<file path="src/rtl/alu_op_sequencer.sv">
// alu_op_sequencer: self-sequencing opcode sweeper for the 4-bit ALU.
// Latches one operand pair on start, steps alu_sel 0..NUM_OPS-1 and
// streams each captured result out on a valid/ready port.
//
// Ports:
//   clk, rst           clock, async active-high reset
//   start, in_a, in_b  run request and operands (taken only in IDLE)
//   busy, done         run active / one-cycle completion pulse
//   alu_a/b/sel        registered drive to the combinational ALU
//   alu_x, alu_o       ALU result and flag
//   res_valid/ready    result beat handshake
//   res_sel/x/o        opcode, result and flag of the current beat
//   sig                8-bit result signature (ALU_SEQ_SIG_EN only)
//
// Optional feature macro: ALU_SEQ_SIG_EN
module alu_op_sequencer #(
  parameter int WIDTH   = 4,
  parameter int NUM_OPS = 16
) (
  input  logic             clk,
  input  logic             rst,
  input  logic             start,
  input  logic [WIDTH-1:0] in_a,
  input  logic [WIDTH-1:0] in_b,
  output logic             busy,
  output logic             done,
  output logic [WIDTH-1:0] alu_a,
  output logic [WIDTH-1:0] alu_b,
  output logic [3:0]       alu_sel,
  input  logic [WIDTH-1:0] alu_x,
  input  logic             alu_o,
  output logic             res_valid,
  input  logic             res_ready,
  output logic [3:0]       res_sel,
  output logic [WIDTH-1:0] res_x,
  output logic             res_o
`ifdef ALU_SEQ_SIG_EN
  ,
  output logic [7:0]       sig
`endif
);

  typedef enum logic [1:0] {
    IDLE,
    RUN,
    LAST
  } state_t;

  localparam logic [3:0] SEL_MAX = 4'(NUM_OPS - 1);

  state_t state;
  logic   cap;
  logic   xfer;

  // A new result may be captured whenever the output slot is empty
  // or is being emptied on this same edge.
  assign cap  = (state == RUN) && (!res_valid || res_ready);
  assign xfer = res_valid && res_ready;

  always_ff @(posedge clk or posedge rst) begin
    if (rst) begin
      state     <= IDLE;
      busy      <= 1'b0;
      done      <= 1'b0;
      alu_a     <= '0;
      alu_b     <= '0;
      alu_sel   <= '0;
      res_valid <= 1'b0;
      res_sel   <= '0;
      res_x     <= '0;
      res_o     <= 1'b0;
`ifdef ALU_SEQ_SIG_EN
      sig       <= '0;
`endif
    end else begin
      done <= 1'b0;
      case (state)
        IDLE: begin
          if (start) begin
            alu_a   <= in_a;
            alu_b   <= in_b;
            alu_sel <= '0;
            busy    <= 1'b1;
            state   <= RUN;
          end
        end
        RUN: begin
          if (cap) begin
            res_sel   <= alu_sel;
            res_x     <= alu_x;
            res_o     <= alu_o;
            res_valid <= 1'b1;
            // Park alu_sel on the last opcode so it never overruns.
            if (alu_sel == SEL_MAX) begin
              state <= LAST;
            end else begin
              alu_sel <= alu_sel + 4'd1;
            end
          end
        end
        LAST: begin
          if (xfer) begin
            res_valid <= 1'b0;
            done      <= 1'b1;
            busy      <= 1'b0;
            state     <= IDLE;
          end
        end
        default: state <= IDLE;
      endcase
`ifdef ALU_SEQ_SIG_EN
      if (state == IDLE && start) begin
        sig <= '0;
      end else if (xfer) begin
        sig <= {sig[6:0], sig[7]} ^ 8'({res_o, res_x});
      end
`endif
    end
  end

endmodule
</file>
<file path="config.mk">
export PLATFORM = sky130hd
export DESIGN_NAME = alu_op_sequencer
export DESIGN_NICKNAME = d
export VERILOG_FILES = /design/src/rtl/alu_op_sequencer.sv
export SDC_FILE = /design/constraint.sdc
export NUM_CORES = 1
export LEC_CHECK = 0
export ABC_AREA = 1
export BUFFER_PORTS_ARGS = -buffer_cell sky130_fd_sc_hd__buf_2
export CAP_MARGIN = 10
export CELL_PAD_IN_SITES_DETAIL_PLACEMENT = 1
export CELL_PAD_IN_SITES_GLOBAL_PLACEMENT = 1
export CORE_ASPECT_RATIO = 1.4
export CORE_MARGIN = 2
export CORE_UTILIZATION = 31
export DETAILED_ROUTE_END_ITERATION = 6
export PLACE_DENSITY_LB_ADDON = 0.1
export SKIP_CTS_REPAIR_TIMING = 1
export SLEW_MARGIN = 20
export SYNTH_ARGS = -nofsm -noshare
export SYNTH_HDL_FRONTEND = slang
export SYNTH_SLANG_ARGS = --single-unit
</file>
<file path="constraint.sdc">
create_clock -name clk -period 1.1 [get_ports clk]
set_input_delay 0 -clock clk [delete_from_list [all_inputs] [get_ports clk]]
set_output_delay 0 -clock clk [all_outputs]
set_load 0.1 [all_outputs]
</file>
# After elaboration in Yosys (flattened, before gate mapping)
# Cells that the tools add are included.
[word_totals] out_inout_bits=24 regBits=26
[classes] n_reduce_logical=14 eq_ne=8 add_sub_neg=1 mux=16
[op_table] op="4-bit 2-to-1 mux" count=3
[op_table] op="2-bit 2-to-1 mux" count=4
[op_table] op="2-bit inequality test (second input constant)" count=4
[op_table] op="4-bit case mux with 2 select lines" count=1
[op_table] op="4-bit AND reduction" count=2
[op_table] op="2-bit case mux with 3 select lines" count=1
[op_table] op="3-bit AND reduction" count=2
[op_table] op="2-bit nonzero test" count=3
[op_table] op="1-bit 2-to-1 mux" count=5
[op_table] op="4-bit by 1-bit adder with 4-bit output (second input constant)" count=1
[op_table] op="4-bit equality test (second input constant)" count=1
[op_table] op="1-bit case mux with 2 select lines" count=2
[op_table] op="2-bit AND reduction" count=2
[op_table] op="2-bit by 1-bit equality test with 1-bit output (second input constant)" count=1
[op_table] op="2-bit equality test (second input constant)" count=1
[op_table] op="1-bit logical AND" count=2
[op_table] op="2-bit logical NOT" count=1
[op_table] op="2-bit by 1-bit inequality test with 1-bit output (second input constant)" count=1
[op_table] op="1-bit logical NOT" count=1
[op_table] op="1-bit logical OR" count=1

# Longest topological paths before layout
[logic_depth] word_depth=5 ltp_mapped=7 ltp_nobuf=7

# Worst setup path after synthesis
# OpenSTA, ideal clock, no wires.
[synth_timing] path_type="register to register" start="register alu_sel[0]" end="register alu_sel[3]" setup_ns=0.068 t_arrival_ns=1.824 stages_incl_launch_ff=8 required_time_ns=1.032 path_buffers=0 path_slack_ns=-0.791 cell_sequence="dfrtp_1 ha_1 nand3_1 nand2_1 nand2_2 nand2_2 nand2_1 nand2_1"
[synth_between] elab_chain_cells=4 word_cells_on_any_way=7
[synth_rtl] item="start, declared" line="29" text="output logic [3:0] alu_sel,"
[synth_rtl] item="start signal, assigned" line="97" text="alu_sel <= alu_sel + 4'd1;"
[synth_rtl] item="4-bit by 1-bit adder with 4-bit output" line="97"
[synth_rtl] item="4-bit 2-to-1 mux" line="94" text="if (alu_sel == SEL_MAX) begin"
[synth_rtl] item="4-bit 2-to-1 mux" line="88" text="if (cap) begin"
[synth_rtl] item="4-bit case mux with 2 select lines" line="77" text="case (state)"
# Parallel ways exist; a longest one is shown, timed or not. The select of a mux whose other input is x is not followed.
# A chain may end at the register's enable or synchronous reset.

# Worst setup path after layout
[layout_timing] start="register state[0]" end="register alu_sel[2]"
[layout_between] elab_chain_cells=4 word_cells_on_any_way=9
[layout_rtl] item="start, declared" line="51" text="state_t state;"
[layout_rtl] item="start signal, assigned" line="62" text="state <= IDLE;"
[layout_rtl] item="start signal, assigned" line="84" text="state <= RUN;"
[layout_rtl] item="start signal, assigned" line="95" text="state <= LAST;"
[layout_rtl] item="2-bit by 1-bit equality test with 1-bit output" line="57, 77"
[layout_rtl] item="1-bit logical AND" line="57" text="assign cap = (state == RUN) && (!res_valid || res_ready);"
[layout_rtl] item="2-bit inequality test (no line)"
[layout_rtl] item="4-bit AND reduction (no line)"
# Parallel ways exist; a longest one is shown, timed or not.

==> results summary <==
The run finished, with violations left. The final reports fail on negative hold slack, negative setup slack. Counting the buffers created by CTS gives 3.

The post-route minimum period came out at 1.21 ns. The count of different cell masters after synthesis came out at 18. Adding up every negative setup slack in the final design gives -1.33 ns. The average wire per standard cell is 14.3 um. The number of diodes came out at 0. The measured slew at the worst slew-check pin is 0.488 ns.

The post-synthesis area per instance is 8.52 um2. The clock reaches the later pin of the worst-skew pair after 0.28 ns. The die outline width is 56.3 um. Once detailed placement completed, the half-perimeter wirelength came to 2430 um. Synthesis produced a netlist with a net count of 157. The post-synthesis sequential element count came out at 26.

The data arrival at the endpoint of the critical path is 1.39 ns. The number of clock sinks came out at 26. The required time of the critical path is 1.28 ns. The slowest stage of the critical path belongs to the cell sky130_fd_sc_hd__dfrtp_1.

The maximum single-stage delay on the critical path is 0.41 ns. The die covers 0.00434 mm2. The worst setup path is of the reg2reg kind. The amount of wire on met2 after detailed routing is 2100 um. After clock tree synthesis, the clock-pin slew on the worst setup and hold paths is 0.10 ns. The number of fill cells in the layout came out at 432. The total via count in the routed design is 1182.

In the layout the commonest cells are 47 x sky130_fd_sc_hd__nand2_1, 19 x sky130_fd_sc_hd__buf_2, 16 x sky130_fd_sc_hd__clkbuf_4. The die span in y is 77.2 um. The period utilization came out at 110%. Leaving out fill and tap cells, the most frequent cell in the layout is sky130_fd_sc_hd__nand2_1.

Grouping stages by cell kind, the critical path spends the most delay in simple AND/OR/NAND/NOR gates. The cell sitting at the root of the clock tree is a sky130_fd_sc_hd__clkbuf_8. The critical path endpoint category is a register. The non-filler instance count after layout came out at 252. The area inside the core boundary is 0.00364 mm2. The final net count is 229. The worst setup margin is -0.108 ns. The synthesized netlist occupies a cell area of 0.00118 mm2. In this run the remaining antenna-violating nets after routing total 0.

41 I/O pins were placed. The detailed router used layers up to and including met4. The vias per cell came out at 4.69. The worst hold path belongs to the class in2reg. The number of antenna violations at the first check in global routing is 0.

The post-route netlist has 53.3% of its cells at a drive strength greater than 1. The DRC violation count after routing came out at 0. Setup repair after global routing could not meet its margin everywhere. Timing analysis after detailed placement gives a worst setup slack of -0.231 ns. The length of routed wiring on met1 came out at 1310 um.

The tightest hold path in the finished design has a slack of -0.00140 ns. The routed design has 3600 um of wire. The TritonCTS clock tree is built. The maximum level of the CTS H-tree is 1. For this configuration, the core starts out at a cell density of 32.5%.

The length of routed met3 wiring is 123 um. Traced cell by cell, the critical path runs through buf_4, nand2_2, nor2_2, nor2_4, nand2_4, nand2_1, nand2_1. The count of standard-cell rows came out at 26. The via count of the first global-routing pass is 1224. The detailed router's first-iteration violation count is 13. The synthesis-to-finish area growth came out at 71.3%.

The total of endpoints with negative setup slack in the final report came out at 27. The number of buffers on the longest clock path is 2. Headroom to the max-slew limit came out at 67.7%. The aggregate global routing overflow came out at 0. The number of instances in the synthesized netlist came out at 139.

The final-report max-slew violation count was 0. The buffer and inverter count on the worst path came out at 1. The number of placed instances, taps included is 232. The top achievable clock speed is 827 MHz. The first global-routing pass estimated 5620 um of wire. The count of warnings emitted by yosys came out at 0. In this run the worst path has a maximum fanout of 5. The post-placement cell area is 0.00166 mm2. The first-pass iteration count of the detailed router is 2. The count of buffers added on input and output ports is 40. At the end of routability-driven placement, the weighted congestion stood at 0.749.

The maximum clock skew at final layout came out at 0.00196 ns. Entering global routing, the biggest net connects 27 pins. The count of endpoints failing hold in the final timing report came out at 1. Counting stages on the worst path, the most repeated cell is sky130_fd_sc_hd__nand2_1. The max capacitance violation total is 0. The total track usage came out at 16.6%. STA classifies the critical path startpoint as a register. The share of synthesized area occupied by flip-flops and latches is 54.9%. The post-route cell area came out at 0.00203 mm2.
-- cell type report --
type	instances	area, um2	share of cell area, %
inverters	8	30.0	1.48
well taps	42	52.6	2.59
clock inverters	1	30.0	1.48
repair buffers	70	593	29.2
clock buffers	3	41.3	2.03
flip-flops and latches	26	678	33.4
multi-input cells	102	604	29.8
-- cells in the mapped netlist, drive strengths merged --
master,instances,area share [%]
ha,1,1.1
nor2,12,5.5
inv,8,2.5
nand2,61,21
o21bai,2,1.3
o21ai,3,1.6
buf,3,1.8
nand3,21,8.9
nand3b,1,0.63
dfrtp,26,55
nor3,1,0.84
-- stage by stage --
step / utilization (%) / hold WS [ns]
after global placement: 45.6 / 0.0737
after CTS: 47.6 / -0.236
final: 55.7 / -0.00140
after floorplan: - / 0.0392
after detailed placement: 45.6 / 0.0869
after global routing: 55.7 / 0.0111
-- sequential cells by signal, indices dropped and copies added (netlist names) --
register   flops
busy           1
alu_a          4
state          2
res_sel        4
res_o          1
done           1
res_x          4
alu_sel        4
alu_b          4
res_valid      1
-- metal layers --
metal	track usage (%)	vias up
met3	3.20	4
met2	30.4	27
li1	-	584
met1	18.6	567
met5	0	-
met4	6.43	0
-- path summary, 6_finish.rpt --
check	start	to	slack, ns	cells after the start
setup / recovery	state[0]	alu_sel[2]	-0.11	7
hold / removal	alu_x[1]	res_x[1]	-0.001	3
setup reg to reg	state[0]	alu_sel[2]	-0.11	7
hold reg to reg	res_sel[1]	res_sel[1]	0.48	2
max in group asynchronous	rst	alu_sel[0]	0.51	4
min in group asynchronous	rst	alu_b[0]	0.31	4
-- worst register-to-register path, stage by stage (launching register included) --
cell and delay [ns]:
sky130_fd_sc_hd__dfrtp_1 0.41, sky130_fd_sc_hd__buf_4 0.17, sky130_fd_sc_hd__nand2_2 0.09, sky130_fd_sc_hd__nor2_2 0.06
sky130_fd_sc_hd__nor2_4 0.18, sky130_fd_sc_hd__nand2_4 0.09, sky130_fd_sc_hd__nand2_1 0.06, sky130_fd_sc_hd__nand2_1 0.05
-- cell families after synthesis --
group,after synthesis,synth area share (%)
adder cells (fa/ha/maj),1,1.06
flip-flops,26,54.9
AO/OA/AOI/OAI,5,2.85
AND/OR/NAND/NOR,96,36.9
buffers and inverters,11,4.33
Power is not shown: default switching activity piles up to over one toggle a cycle in this logic, so the estimate is an artifact.
